===== src/rtl/kmeans_seq_ctrl.sv =====
// Parametrised k-means sequencer: centroid load, point streaming through the classify pipe,
// divider/convergence walk, iteration control, centroid write-back and completion interrupt.
module kmeans_seq_ctrl #(
    parameter int CENT_NUM      = 8,
    parameter int CENT_W        = 3,
    parameter int ADDR_W        = 9,
    parameter int REG_W         = 4,
    parameter int CENT_REG_BASE = 2,
    parameter int PIPE_DEPTH    = 3,
    parameter int ITER_W        = 8
) (
    input  logic                clk,
    input  logic                rst_n,
    input  logic                go,
    input  logic                abort,
    input  logic [ADDR_W-1:0]   first_addr,
    input  logic [ADDR_W-1:0]   last_addr,
    input  logic [ITER_W-1:0]   max_iter,
    input  logic                irq_ack,
    input  logic                cnvg_valid,
    input  logic                has_converged,
    output logic                busy,
    output logic [REG_W-1:0]    reg_num,
    output logic                reg_write,
    output logic                irq,
    output logic [1:0]          status,
    output logic [ITER_W-1:0]   iter_cnt,
    output logic [ADDR_W-1:0]   ram_addr,
    output logic                ram_cs_n,
    output logic                ram_oe_n,
    output logic                ram_in_en,
    output logic [CENT_NUM-1:0] cent_en,
    output logic [CENT_W-1:0]   cent_idx,
    output logic                first_iter,
    output logic                acc_en,
    output logic                acc_clr_n,
    output logic                div_en,
    output logic                cnvg_en
);
    localparam int CNT_MAX = (CENT_NUM > PIPE_DEPTH) ? CENT_NUM : PIPE_DEPTH;
    localparam int CNT_W   = $clog2(CNT_MAX + 1);

    typedef enum logic [2:0] {
        S_IDLE, S_LOAD, S_CLASSIFY, S_DRAIN, S_CALC, S_CHECK, S_WB, S_IRQ
    } state_t;

    state_t              state_reg, state_next;
    logic [CNT_W-1:0]    cnt_reg, cnt_next;
    logic [ADDR_W-1:0]   addr_reg, addr_next;
    logic [ADDR_W-1:0]   first_reg, first_next;
    logic [ADDR_W-1:0]   last_reg, last_next;
    logic [ITER_W-1:0]   iter_reg, iter_next, iter_inc;
    logic [1:0]          status_reg, status_next;
    logic                irq_reg, irq_next;
    logic                first_iter_reg, first_iter_next;
    logic                flush;
    logic                walk;

    logic                busy_next, reg_write_next, ram_cs_n_next, ram_in_en_next;
    logic                acc_clr_n_next, div_en_next, cnvg_en_next;
    logic [REG_W-1:0]    reg_num_next;
    logic [ADDR_W-1:0]   ram_addr_next;
    logic [CENT_NUM-1:0] cent_en_next;
    logic [CENT_W-1:0]   cent_idx_next;
    logic [PIPE_DEPTH-1:0] vld_pipe;

    always_ff @(posedge clk) begin
        if (!rst_n) begin
            state_reg      <= S_IDLE;
            cnt_reg        <= '0;
            addr_reg       <= '0;
            first_reg      <= '0;
            last_reg       <= '0;
            iter_reg       <= '0;
            status_reg     <= '0;
            irq_reg        <= 1'b0;
            first_iter_reg <= 1'b1;
            busy           <= 1'b0;
            reg_num        <= '0;
            reg_write      <= 1'b0;
            ram_addr       <= '0;
            ram_cs_n       <= 1'b1;
            ram_oe_n       <= 1'b1;
            ram_in_en      <= 1'b0;
            cent_en        <= '0;
            cent_idx       <= '0;
            acc_clr_n      <= 1'b1;
            div_en         <= 1'b0;
            cnvg_en        <= 1'b0;
        end else begin
            state_reg      <= state_next;
            cnt_reg        <= cnt_next;
            addr_reg       <= addr_next;
            first_reg      <= first_next;
            last_reg       <= last_next;
            iter_reg       <= iter_next;
            status_reg     <= status_next;
            irq_reg        <= irq_next;
            first_iter_reg <= first_iter_next;
            busy           <= busy_next;
            reg_num        <= reg_num_next;
            reg_write      <= reg_write_next;
            ram_addr       <= ram_addr_next;
            ram_cs_n       <= ram_cs_n_next;
            ram_oe_n       <= ram_cs_n_next;
            ram_in_en      <= ram_in_en_next;
            cent_en        <= cent_en_next;
            cent_idx       <= cent_idx_next;
            acc_clr_n      <= acc_clr_n_next;
            div_en         <= div_en_next;
            cnvg_en        <= cnvg_en_next;
        end
    end

    always_comb begin
        state_next      = state_reg;
        cnt_next        = cnt_reg;
        addr_next       = addr_reg;
        first_next      = first_reg;
        last_next       = last_reg;
        iter_next       = iter_reg;
        status_next     = status_reg;
        irq_next        = irq_reg;
        first_iter_next = first_iter_reg;
        flush           = 1'b0;
        iter_inc        = (&iter_reg) ? iter_reg : iter_reg + 1'b1;
        case (state_reg)
            S_IDLE: begin
                // a pending abort interrupt is the only irq that can be live in IDLE
                if (irq_ack) irq_next = 1'b0;
                if (go) begin
                    if (last_addr < first_addr) begin
                        status_next = 2'd3;
                        irq_next    = 1'b1;
                        state_next  = S_IRQ;
                    end else begin
                        status_next     = 2'd0;
                        iter_next       = '0;
                        irq_next        = 1'b0;
                        first_next      = first_addr;
                        last_next       = last_addr;
                        cnt_next        = '0;
                        first_iter_next = 1'b1;
                        state_next      = S_LOAD;
                    end
                end
            end
            S_LOAD: begin
                if (cnt_reg == CNT_W'(CENT_NUM - 1)) begin
                    addr_next  = first_reg;
                    state_next = S_CLASSIFY;
                end else begin
                    cnt_next = cnt_reg + 1'b1;
                end
            end
            S_CLASSIFY: begin
                if (addr_reg == last_reg) begin
                    cnt_next   = '0;
                    state_next = S_DRAIN;
                end else begin
                    addr_next = addr_reg + 1'b1;
                end
            end
            S_DRAIN: begin
                if (cnt_reg == CNT_W'(PIPE_DEPTH - 1)) begin
                    first_iter_next = 1'b0;
                    state_next      = S_CALC;
                end else begin
                    cnt_next = cnt_reg + 1'b1;
                end
            end
            S_CALC: begin
                cnt_next   = '0;
                state_next = S_CHECK;
            end
            S_CHECK: begin
                // cnt == CENT_NUM marks the end of the walk; only then is cnvg_valid honoured
                if (cnt_reg != CNT_W'(CENT_NUM)) begin
                    cnt_next = cnt_reg + 1'b1;
                end else if (cnvg_valid) begin
                    iter_next = iter_inc;
                    cnt_next  = '0;
                    if (has_converged) begin
                        status_next = 2'd1;
                        state_next  = S_WB;
                    end else if (max_iter != '0 &&
                                 ({1'b0, iter_reg} + 1'b1) == {1'b0, max_iter}) begin
                        status_next = 2'd2;
                        state_next  = S_WB;
                    end else begin
                        addr_next  = first_reg;
                        state_next = S_CLASSIFY;
                    end
                end
            end
            S_WB: begin
                if (cnt_reg == CNT_W'(CENT_NUM - 1)) begin
                    irq_next   = 1'b1;
                    state_next = S_IRQ;
                end else begin
                    cnt_next = cnt_reg + 1'b1;
                end
            end
            S_IRQ: begin
                if (irq_ack) begin
                    irq_next   = 1'b0;
                    state_next = S_IDLE;
                end
            end
            default: state_next = S_IDLE;
        endcase
        if (abort && state_reg != S_IDLE) begin
            state_next      = S_IDLE;
            cnt_next        = '0;
            addr_next       = '0;
            iter_next       = '0;
            status_next     = 2'd3;
            irq_next        = 1'b1;
            first_iter_next = 1'b1;
            flush           = 1'b1;
        end
    end

    // Outputs are decoded from the next state so they are registered without a cycle of lag.
    always_comb begin
        walk           = (state_next == S_LOAD) ||
                         (state_next == S_CHECK && cnt_next < CNT_W'(CENT_NUM));
        busy_next      = !(state_next == S_IDLE || state_next == S_IRQ);
        reg_num_next   = (state_next == S_LOAD || state_next == S_WB) ?
                         REG_W'(CENT_REG_BASE) + REG_W'(cnt_next) : '0;
        reg_write_next = (state_next == S_WB);
        ram_in_en_next = (state_next == S_CLASSIFY);
        ram_cs_n_next  = !ram_in_en_next;
        ram_addr_next  = ram_in_en_next ? addr_next : '0;
        cent_en_next   = walk ? (CENT_NUM'(1) << cnt_next) : '0;
        cent_idx_next  = walk ? CENT_W'(cnt_next) : '0;
        acc_clr_n_next = !(state_next == S_CLASSIFY && state_reg != S_CLASSIFY);
        div_en_next    = (state_next == S_CALC) || (state_next == S_CHECK);
        cnvg_en_next   = (state_next == S_CHECK);
    end

    generate
        for (genvar gi = 0; gi < PIPE_DEPTH; gi++) begin : g_vld
            logic stage_in;
            if (gi == 0) begin : g_head
                assign stage_in = ram_in_en;
            end else begin : g_body
                assign stage_in = vld_pipe[gi-1];
            end
            always_ff @(posedge clk) begin
                if (!rst_n || flush) vld_pipe[gi] <= 1'b0;
                else                 vld_pipe[gi] <= stage_in;
            end
        end
    endgenerate

    assign acc_en     = vld_pipe[PIPE_DEPTH-1];
    assign irq        = irq_reg;
    assign status     = status_reg;
    assign iter_cnt   = iter_reg;
    assign first_iter = first_iter_reg;
endmodule


===== config.mk =====
export PLATFORM = sky130hd
export DESIGN_NAME = kmeans_seq_ctrl
export DESIGN_NICKNAME = d
export VERILOG_FILES = /design/src/rtl/kmeans_seq_ctrl.sv
export SDC_FILE = /design/constraint.sdc
export NUM_CORES = 1
export LEC_CHECK = 0
export CAP_MARGIN = 30
export CORE_MARGIN = 2
export CORE_UTILIZATION = 54
export CTS_BUF_LIST = sky130_fd_sc_hd__clkbuf_8 sky130_fd_sc_hd__clkbuf_16
export CTS_CLUSTER_DIAMETER = 40
export DETAILED_ROUTE_END_ITERATION = 10
export PLACE_DENSITY = 0.81
export SLEW_MARGIN = 20
export SYNTH_ARGS = -nofsm -noshare
export SYNTH_HDL_FRONTEND = slang
export SYNTH_SLANG_ARGS = --single-unit

===== constraint.sdc =====
create_clock -name clk -period 3.31 [get_ports clk]
set_clock_uncertainty 0.2 [all_clocks]
set_input_delay 0.4965 -clock clk [delete_from_list [all_inputs] [get_ports clk]]
set_output_delay 0.4965 -clock clk [all_outputs]
set_load 0.01 [all_outputs]

==> results.cfg, run 1 <==
[detailed_routing]
dr.pass1.iters = 5
drcViolationCount = 0
routedWlPerCell_microns = 18.2
vias = 5040
drt_iter0_drc = 472
wl_mm = 14.7
via_per_inst = 6.23
ant_nets = 0

[cells_and_area]
antenna_cells = 0
nets = 743
drive_above_1_share_pct = 14.0
layout_common_cells = dfxtp_1, clkdlybuf4s50_1, nand2_1
final_common_cell = dfxtp_1
fill_cells = 747
fin_cells = 809
syn2layout_area_growth_pct = 25.3

[timing]
layout_min_cycle_time_ns = 3.16
slew_viol_final = 0
worstMarginPinSlew_ns = 0.624
finalHoldViolations = 0
period_share_pct = 95.6
max-slew-margin-rel_pct = 57.3
setup_viol = 0
max_freq_ghz = 0.316
tns_ns = 0

[synthesis]
synth-edff-count = 0
synth_simple_gate_area_share_pct = 26.5
synth_top_area_share_pct = 32.7
yosysWarnings = 0
synth-xor-area-share_pct = 2.68
netlist_top_cells_area = dfxtp_1, a21oi_1, nand2_1, ha_1, nor2_1
synthAdderAreaFrac_pct = 3.58
syn_area_per_cell_sq_um = 8.17
synthFlopType = dfxtp_1
synth-compound-area-share_pct = 27.5
synthArstFlopShare_pct = 0
synth_mux_area_share_pct = 1.66
synth_top_family_by_area = compound AO/OA/AOI/OAI gates
yosysTopAreaCell = dfxtp_1
yosysSeqAreaShare_pct = 32.7
yosysUniqueCellTypes = 92
syn_nets = 646
ys_ff_latch = 80
syn_inst = 599
synth_area_sq_um = 4900

[global_routing]
grt_max_degree = 25
grt_usage_pct = 30.5
overflow = 0
grt_pass1_vias = 4842
grt_pass1_wl_mm = 24.0
antenna_found_initial = 0

[setup_path]
r2r_cells = 9
crit_type = reg2reg
regToRegSetupSlack_ns = 0.15
worstPathArrival_ns = 3.26
path_max_fanout = 9
r2r_start = cnt_reg[1]
worstSetupEndpointType = flip-flop
start_kind = flip-flop
r2r-end = ram_addr[4]
cp.required_ns = 3.41

[floorplan]
rows = 34
initial_core_util_pct = 55.9
die_y_microns = 99.2
ios = 78
design.die.area_sq_um = 9840
core_area_sq_um = 8760
die_w_microns = 99.2

[pwr]
pwr_density_cell_nw_per_um2 = 460
ir_drop_mv = 0.272
p_leak_nw = 2.36

[clock_network]
cts_tree = built
clk_pin_slew_ns = 0.09
cts_hold_buf = 0
clkSinkCount = 80
cts_buffers = 9
h-tree-depth = 3
clockRootBuffer = clkbuf_8
worstSkewPairLatency_ns = 0.37
clock_path_buffers = 2

[place]
io_buffers = 77
dpl.cell_count = 792
dp_hpwl_mm = 11.1
place_congestion = 0.977

[min_path]
hold_depth = 1
hold_start = g_vld[1].stage_in
hold_path.class = reg2reg
holdPathEnd = g_vld[2].stage_in

[status]
status = finished clean

[job]
drv_cap = 0
through the flow:
stage               power, W  cell area [sq um]  util [%]  setup WS [ns]  hold WS, ns
floorplan            0.00175               4900         -          0.500        0.235
global placement     0.00207               5920      67.6         -0.153        0.243
detailed placement   0.00209               5930      67.7         -0.259        0.254
CTS                  0.00280               6120      69.8          0.114        0.265
global route         0.00296               6140      70.0       -0.00919        0.288
finish               0.00282               6140      70.0          0.146        0.262
worst max-delay path by stage:
stage	start	to	slack, ns	depth (start not counted)
after floorplan	iter_cnt[0]	status[0]	0.50	10
after global placement	first_addr[2]	ram_addr[5]	-0.15	12
after detailed placement	first_addr[8]	ram_addr[4]	-0.26	11
after CTS	first_addr[8]	ram_addr[4]	0.11	11
after global routing	first_addr[8]	ram_addr[4]	-0.009	11
final	cnt_reg[1]	ram_addr[4]	0.15	9
cells by family (layout without fill, tap and decap cells):
logic type	count (synthesis)	count (layout)
and+or+nand+nor	233	233
AOI/OAI and AO/OA	193	193
DFF	80	80
buffers and inverters	56	158
xor gates and xnor gates	15	15
adders and majority gates	14	14
muxes	8	8
layout make-up:
class / count / area (sq um) / share of cell area (%)
Sequential cell: 80 / 1600 / 26.1
Timing Repair Buffer: 118 / 1080 / 17.6
Inverter: 24 / 92.6 / 1.51
Tap cell: 108 / 135 / 2.20
Clock inverter: 7 / 65.1 / 1.06
Multi-Input combinational cell: 463 / 3040 / 49.5
Clock buffer: 9 / 124 / 2.02
timing repair:
| action | CTS | global route |
|---|---|---|
| setup buffers | 0 | 1 |
| gates resized for setup | 0 | 2 |
| endpoints found under the setup margin | 0 | 12 |
critical path: stages, from the launching register on:
cell and delay (ns):
dfxtp_1 0.45, ha_1 0.22, nor3b_1 0.44, a2111oi_2 0.18, o311ai_0 0.44, a21oi_2 0.14, nor3_2 0.25, nor3b_4 0.45
inv_4 0.15, a31oi_2 0.17
power by group:
group	total [W]	leakage, nW	switching, W	internal (W)
Clock	0.000722	0.0938	0.000380	0.000342
Sequential	0.00113	0.650	0.0000900	0.00104
Combinational	0.000973	1.61	0.000558	0.000415
routing by layer:
layer,track usage [%],up-vias,wire length (microns)
met1,41.4,2401,6380
met3,6.47,19,1260
met5,0,-,0
met4,11.1,0,251
li1,-,2401,-
met2,47.9,219,6810
cell usage after synthesis (4+ instances only):
cell type,instances
o22ai_1,4
a21o_1,5
o211ai_1,6
a211oi_1,10
nor2_1,36
nor2b_1,8
or3_1,6
inv_1,21
nand3b_1,4
mux2i_1,7
nor3_1,15
and3_1,8
a22oi_1,5
dfxtp_1,80
a31oi_1,4
a211o_1,4
xnor2_1,4
o21a_1,8
o21ai_0,25
xor2_1,11
o31ai_1,8
or2_2,4
ha_1,14
buf_4,5
a21oi_1,57
nand3_1,15
nor3b_1,8
nand2_1,75
o21ai_1,5
buf_2,10
a21oi_2,5
and2_1,10
clkbuf_1,14
nand4_1,7
nand2b_1,9
No activity file was read; power rests on OpenSTA's default activity.
==> inputs of run 2 (changes only) <==
- ABC_AREA: default -> 0
- SLEW_MARGIN: 20 -> default
==> results of run 2 <==
No change in the layout: final DEF, timing and power equal those of run 1.
